**src/rtl/watpixels_pkg.sv**
```systemverilog
// ============================================================================
// Module   : watpixels_pkg
// Brief    : Shared speed encoding constants and ui_in bit map.
// Revision : 1.0
// ============================================================================
`default_nettype none

package watpixels_pkg;

  localparam int SPEED_W = 3;

  typedef logic [SPEED_W-1:0] speed_t;

  localparam speed_t SPEED_MIN = 3'd1;
  localparam speed_t SPEED_MAX = 3'd6;

  localparam int IDX_PAUSE   = 0;
  localparam int IDX_RESUME  = 1;
  localparam int IDX_SPEED_1 = 2;
  localparam int IDX_SPEED_2 = 3;
  localparam int IDX_SPEED_3 = 4;
  localparam int IDX_SPEED_4 = 5;
  localparam int IDX_SPEED_5 = 6;
  localparam int IDX_SPEED_6 = 7;

  // speed_1 is implied when nothing higher is held, so its bit is never read
  function automatic speed_t encode_speed(input logic [7:0] i_deb);
    if (i_deb[IDX_SPEED_6])      return SPEED_MAX;
    else if (i_deb[IDX_SPEED_5]) return 3'd5;
    else if (i_deb[IDX_SPEED_4]) return 3'd4;
    else if (i_deb[IDX_SPEED_3]) return 3'd3;
    else if (i_deb[IDX_SPEED_2]) return 3'd2;
    else                         return SPEED_MIN;
  endfunction

endpackage

`default_nettype wire

```
**src/rtl/debounce_bit.sv**
```systemverilog
// ============================================================================
// Module   : debounce_bit
// Brief    : 2-flop synchroniser plus debounce counter for one pad input.
//            Counter built only when INPUT_DEBOUNCE_EN is defined.
// Revision : 1.0
// ============================================================================
`default_nettype none

module debounce_bit
  import watpixels_pkg::*;
#(
  parameter int DB_CYCLES = 262144
) (
  input  logic clk,
  input  logic rst,
  input  logic i_raw,
  output logic o_deb
);

  logic r_sync1;
  logic r_sync2;
  logic r_deb;

  always_ff @(posedge clk) begin
    if (rst) begin
      r_sync1 <= 1'b0;
      r_sync2 <= 1'b0;
    end else begin
      r_sync1 <= i_raw;
      r_sync2 <= r_sync1;
    end
  end

`ifdef INPUT_DEBOUNCE_EN
  localparam int CNT_W = $clog2(DB_CYCLES);
  localparam logic [CNT_W-1:0] CNT_LAST = CNT_W'(DB_CYCLES - 1);

  logic [CNT_W-1:0] r_cnt;

  // The new level must differ on DB_CYCLES consecutive cycles to be taken
  always_ff @(posedge clk) begin
    if (rst) begin
      r_cnt <= '0;
      r_deb <= 1'b0;
    end else if (r_sync2 != r_deb) begin
      if (r_cnt == CNT_LAST) begin
        r_deb <= r_sync2;
        r_cnt <= '0;
      end else begin
        r_cnt <= r_cnt + 1'b1;
      end
    end else begin
      r_cnt <= '0;
    end
  end
`else
  always_ff @(posedge clk) begin
    if (rst) r_deb <= 1'b0;
    else     r_deb <= r_sync2;
  end
`endif

  assign o_deb = r_deb;

endmodule

`default_nettype wire

```
**src/rtl/input_conditioner.sv**
```systemverilog
// ============================================================================
// Module   : input_conditioner
// Brief    : Debounces 8 pad inputs, derives pause/resume strobes, run state
//            and encoded speed. Debounce counters enabled by INPUT_DEBOUNCE_EN.
// Revision : 1.0
// ============================================================================
`default_nettype none

module input_conditioner
  import watpixels_pkg::*;
#(
  parameter int DB_CYCLES = 262144
) (
  input  logic               clk,
  input  logic               rst,
  input  logic [7:0]         ui_in,
  output logic               pause_pulse,
  output logic               resume_pulse,
  output logic               paused,
  output logic [SPEED_W-1:0] speed,
  output logic               speed_changed
);

  logic [7:0]   w_deb;
  logic [1:0]   r_deb_d;
  logic         w_pause_rise;
  logic         w_resume_rise;
  speed_t       w_speed_enc;

  logic         r_pause_pulse;
  logic         r_resume_pulse;
  logic         r_paused;
  speed_t       r_speed;
  logic         r_speed_changed;

  for (genvar gi = 0; gi < 8; gi++) begin : g_bit
    debounce_bit #(
      .DB_CYCLES(DB_CYCLES)
    ) u_debounce_bit (
      .clk  (clk),
      .rst  (rst),
      .i_raw(ui_in[gi]),
      .o_deb(w_deb[gi])
    );
  end

  assign w_pause_rise  = w_deb[IDX_PAUSE]  & ~r_deb_d[0];
  assign w_resume_rise = w_deb[IDX_RESUME] & ~r_deb_d[1];
  assign w_speed_enc   = encode_speed(w_deb);

  // paused updates on the same edge that makes the strobe visible; pause wins
  always_ff @(posedge clk) begin
    if (rst) begin
      r_deb_d         <= 2'b00;
      r_pause_pulse   <= 1'b0;
      r_resume_pulse  <= 1'b0;
      r_paused        <= 1'b0;
      r_speed         <= SPEED_MIN;
      r_speed_changed <= 1'b0;
    end else begin
      r_deb_d         <= {w_deb[IDX_RESUME], w_deb[IDX_PAUSE]};
      r_pause_pulse   <= w_pause_rise;
      r_resume_pulse  <= w_resume_rise;
      if (w_pause_rise)       r_paused <= 1'b1;
      else if (w_resume_rise) r_paused <= 1'b0;
      r_speed         <= w_speed_enc;
      r_speed_changed <= (w_speed_enc != r_speed);
    end
  end

  assign pause_pulse   = r_pause_pulse;
  assign resume_pulse  = r_resume_pulse;
  assign paused        = r_paused;
  assign speed         = r_speed;
  assign speed_changed = r_speed_changed;

endmodule

`default_nettype wire
```
**config.mk**
```make
export PLATFORM = sky130hd
export DESIGN_NAME = input_conditioner
export DESIGN_NICKNAME = d
export VERILOG_FILES = /design/src/rtl/watpixels_pkg.sv /design/src/rtl/debounce_bit.sv /design/src/rtl/input_conditioner.sv
export SDC_FILE = /design/constraint.sdc
export NUM_CORES = 1
export LEC_CHECK = 0
export CAP_MARGIN = 20
export CORE_ASPECT_RATIO = 1.4
export CORE_MARGIN = 2
export CORE_UTILIZATION = 25
export CTS_BUF_LIST = sky130_fd_sc_hd__clkbuf_4
export CTS_CLUSTER_SIZE = 16
export DETAILED_ROUTE_END_ITERATION = 6
export PLACE_DENSITY = 0.47
export SLEW_MARGIN = 0
export SYNTH_ARGS = -nofsm -noshare
export SYNTH_HDL_FRONTEND = slang
export SYNTH_HIERARCHICAL = 1
export SYNTH_SLANG_ARGS = --single-unit
```
**constraint.sdc**
```tcl
create_clock -name clk -period 1.98 [get_ports clk]
set_clock_uncertainty 0.15 [all_clocks]
set_input_delay 0.594 -clock clk [delete_from_list [all_inputs] [get_ports clk]]
set_output_delay 0.594 -clock clk [all_outputs]
set_load 0.005 [all_outputs]
```
* Yosys cells after proc, flatten, opt, wreduce, memory -nomap -nowiden
Cells that the tools add are included.
Widths: inputs -> output; s select.
** Word-level totals
- Output and inout port bits :: 7
- Flip-flop bits (word level) :: 30
- Word-level logic and storage cells :: 40
- Input bits :: 10
** Operators by class
- Equality and inequality tests :: 1
- Bitwise logic cells :: 4
- Reduce and logical (&&, ||, !) cells :: 1
- Mux-type cells :: 7
** Operator list (count)
- $mux 3 :: 3
- $mux 2 :: 2
- $ne 3x3->1 :: 1
- $and 1x1->1 :: 2
- $mux 1 :: 2
- $not 1->1 :: 2
- $reduce_bool 2->1 :: 1

* Longest topological paths before layout
- Depth in word-level cells :: 6
- Gate-level depth with buffers :: 4
- Mapped depth without buffers :: 4

* By module
Netlist, hierarchy kept.
** Modules (own cells, without submodules)
- debounce_bit :: area an instance 78.8 um^2, instances 7, sequential area each 60.1 um^2, cells each 6
- input_conditioner :: area an instance 315.3 um^2, instances 1, sequential area each 180.2 um^2, cells each 31

* Worst setup path before layout
OpenSTA, ideal clock, no wires.
- Path kind :: reg2reg
- Start :: register g_bit[4].u_debounce_bit.r_deb
- End :: register r_speed_changed, in the netlist speed_changed
- Arrival time :: 0.896 ns
- Clock period less this slack :: 1.171 ns
- Required time :: 1.705 ns
- Buffers on the path :: 0
- Library setup time :: 0.125 ns
- Setup slack :: 0.809 ns
- Cell stages (with the launch flop) :: 5
- Cell sequence :: dfxtp_1 or2_1 a21oi_2 xor2_1 a31oi_1
** On the way
- Longest elaborated chain between the ends :: 5
** RTL lines
- start, declared :: RTL line debounce_bit.sv:22 : logic r_deb;
- start signal, assigned :: RTL line debounce_bit.sv:59 : else r_deb <= r_sync2;
- $mux 2 :: RTL line watpixels_pkg.sv:31 : else if (i_deb[IDX_SPEED_3]) return 3'd3;
- $mux 3 :: RTL line watpixels_pkg.sv:30 : else if (i_deb[IDX_SPEED_4]) return 3'd4;
- $mux 3 :: RTL line watpixels_pkg.sv:29 : else if (i_deb[IDX_SPEED_5]) return 3'd5;
- $mux 3 :: RTL line watpixels_pkg.sv:28 : if (i_deb[IDX_SPEED_6]) return SPEED_MAX;
- $ne 3x3->1 :: RTL line input_conditioner.sv:67 : r_speed_changed <= (w_speed_enc != r_speed);
- end signal, assigned :: RTL line input_conditioner.sv:67
- end, declared :: RTL line input_conditioner.sv:34 : logic r_speed_changed;
Every way passes these cells.
A chain may end at the register's enable or synchronous reset.

* Final worst setup path
- Start :: register r_speed[0], in the netlist speed[0]
- End :: output speed[0]
** RTL lines
- start, declared :: RTL line input_conditioner.sv:33 : speed_t r_speed;
- start signal, assigned :: RTL line input_conditioner.sv:66 : r_speed <= w_speed_enc;
- end, declared :: RTL line input_conditioner.sv:20 : output logic [SPEED_W-1:0] speed,
No word-level cell between the ends.

==> results by group <==
Critical path
  • Buf+Inv Stages, Crit Path: 1
  • Worst setup endpoint: speed[0]
  • Worst R2R End: speed_changed
  • CP peak stage delay: 0.50 ns
  • Kind of critical path: reg -> out
  • Crit end category: output port
  • R2R Path Start: g_bit[4].u_debounce_bit/o_deb
  • CP arrival: 1.17 ns
  • Startpoint Class: flip-flop
  • Critical path's top delay family: buffers and inverters
  • Worst R2R Setup Slack: 0.77 ns
  • R2R depth: 4
  • CP startpoint: speed[0]
  • Critical-path cell list: clkdlybuf4s50_1
  • CP max FO: 2
  • Crit path depth: 1
  • Worst Path Required: 1.24 ns
  • Highest-delay cell along the critical path: clkdlybuf4s50_1

Job
  • MaxCap Viol Count: 0

Floorplan
  • Chip Width: 53.8 µm
  • Die height: 73.7 µm
  • Die area: 0.00396 mm²
  • Num ports: 17
  • Initial Util: 0.259
  • Core area: 0.00335 mm²
  • Site Rows: 25

Global route
  • Met2 GRT Util: 0.0908
  • GR Util met3: 0.0549
  • Initial antenna violation count: 0
  • Gr busiest metal: met2
  • Largest net degree at the start of global routing: 30
  • Total GRT Usage: 0.0689
  • Vias in the first global route: 448
  • First-pass GRT wire length: 1740 µm
  • Met1 GRT Util: 0.0594
  • Overflow after GRT: 0

Timing
  • RSZ-0062 raised after global routing: no
  • Setup tns final: 0 ns
  • Fmax: 0.522 GHz
  • Slew at the pin with the worst max-slew slack: 0.277 ns
  • Relative slew slack: 0.814
  • Final min period: 1.92 ns
  • Hold slack final: 0.264 ns
  • Fin crit share: 0.968
  • Fin. max-slew vios: 0
  • Final hold viol count: 0
  • Final setup margin: 0.0641 ns
  • Setup-failing EPs final: 0

Clock tree
  • H-tree level count: 2
  • Root Buffer: clkbuf_4
  • Hold buffer count at cts: 0
  • Clock Pin Slew Worst Setup and Hold Paths: 0.08 ns
  • Worst skew pair latency: 0.31 ns
  • CTS tree: yes
  • Num CTS Buffers: 5
  • Max clock buf depth: 2
  • Clock Sinks: 30

Route
  • DRT antenna net count: 0
  • Avg WL per Cell: 7.71 µm
  • Drt drc: 0
  • DR vias: 516
  • Vias per cell: 3.79
  • Pre-antenna DRT Iters: 3
  • Initial DRC Count: 9
  • WL final: 1050 µm

Logic synthesis
  • Top post-synthesis cells by area: dfxtp_1 69%, nor2b_1 17%, xor2_1 2.0%
  • Cell count after synthesis: 73
  • Yosys Warn Count: 6
  • Cell Area, Synth: 867 µm²
  • Syn_area_per_cell: 11.9 µm²
  • Register area share after synthesis: 0.693
  • Yosys top cell by area: dfxtp_1
  • Yosys top cell area share: 0.693
  • Synth Register Bits: 30
  • Mapped Nets: 83
  • Distinct cells, synth: 15

Power and ir drop
  • Lkg Pwr: 0.000439 µW
  • Peak VDD IR: 458 µV
  • Power per Cell Area: 919 mW/mm²

Placed design
  • Placer Congestion: 0.678
  • Setup Slack @ Placement: 0.234 ns
  • Port bufs: 15

Status
  • Status: complete, no violations

Finish
  • Layout fillers: 343
  • Post-layout nets: 106
  • Share of layout cells above drive strength 1: 0.115
  • # diodes: 0
  • Multi-input gate area: 263 µm²
  • Reg area: 602 µm²
  • Area Growth Syn to Fin: 31.6%
  • Commonest non-fill, non-tap cells in the layout: 29 x dfxtp_1, 24 x nor2b_1, 15 x clkdlybuf4s50_1
  • Util after Layout: 0.341
  • Most common cell after layout, fill and taps aside: dfxtp_1

Min path
  • Min-delay worst type: reg -> reg
[where the power goes]
part / leakage, µW / switching (µW) / internal, µW / total, µW
Combinational: 0.000160 / 22.7 / 46.2 / 68.8
Clock: 0.0000322 / 184 / 161 / 345
Sequential: 0.000247 / 7.17 / 627 / 635
Total: 0.000439 / 214 / 834 / 1050
[metrics by stage]
step	cells	instance area, µm²	power, µW
finish	136	1140	1050
CTS	136	1140	1080
floorplan	73	867	675
detailed placement	129	1090	720
global placement	129	1090	718
global route	136	1140	1110
[synthesized netlist by cell type]
cell type and instances:
o21ai_0 1, a21oi_2 1, xor2_1 2, nor2b_1 24, dfxtp_1 30, nor2_1 4, a31oi_1 1, or2_1 2
inv_1 1, xnor2_1 1, a21oi_1 1, nor3b_1 1, nor3_2 1, nor3_1 2, nand2b_1 1
[sequential cells by signal, summed over array words and instances, names as in the netlist]
register                      count
g_bit.u_debounce_bit/r_sync2      7
resume_pulse                      1
paused                            1
r_deb_d                           2
g_bit.u_debounce_bit/o_deb        7
pause_pulse                       1
g_bit.u_debounce_bit/r_sync1      7
speed                             3
speed_changed                     1
[layer usage]
| layer | up-vias | part of all wire |
|---|---|---|
| met5 | - | 0 |
| met4 | 0 | 0.054 |
| met3 | 6 | 0.11 |
| met2 | 19 | 0.43 |
| met1 | 219 | 0.40 |
| li1 | 272 | - |
[area by class of cell]
type	count	area share
Sequential cell	30	0.527
Multi-Input combinational cell	42	0.230
Timing Repair Buffer	16	0.149
Clock buffer	7	0.0461
Tap cell	40	0.0439
Inverter	1	0.00329
[cells by family after synthesis]
group	count (synthesis)	share of synthesized area
AOI/OAI and AO/OA	4	0.0289
xor gates and xnor gates	3	0.0303
buffers and inverters	1	0.00432
DFF	30	0.693
and+or+nand+nor	35	0.244
[how the worst min path moves through the flow]
stage,start,end,slack (ns),depth (start not counted)
after floorplan,r_deb_d[0],pause_pulse,0.23,1
after global placement,r_deb_d[0],pause_pulse,0.24,1
after detailed placement,r_deb_d[1],resume_pulse,0.26,1
after CTS,r_deb_d[1],resume_pulse,0.27,1
after global routing,r_deb_d[1],resume_pulse,0.28,1
final,r_deb_d[1],resume_pulse,0.26,1
[timing repair]
item,4_1_cts,5_1_grt
resized for setup,0,1
endpoints found under the setup margin,0,1
setup buffers,0,0
(Power assumes the default switching activity.)
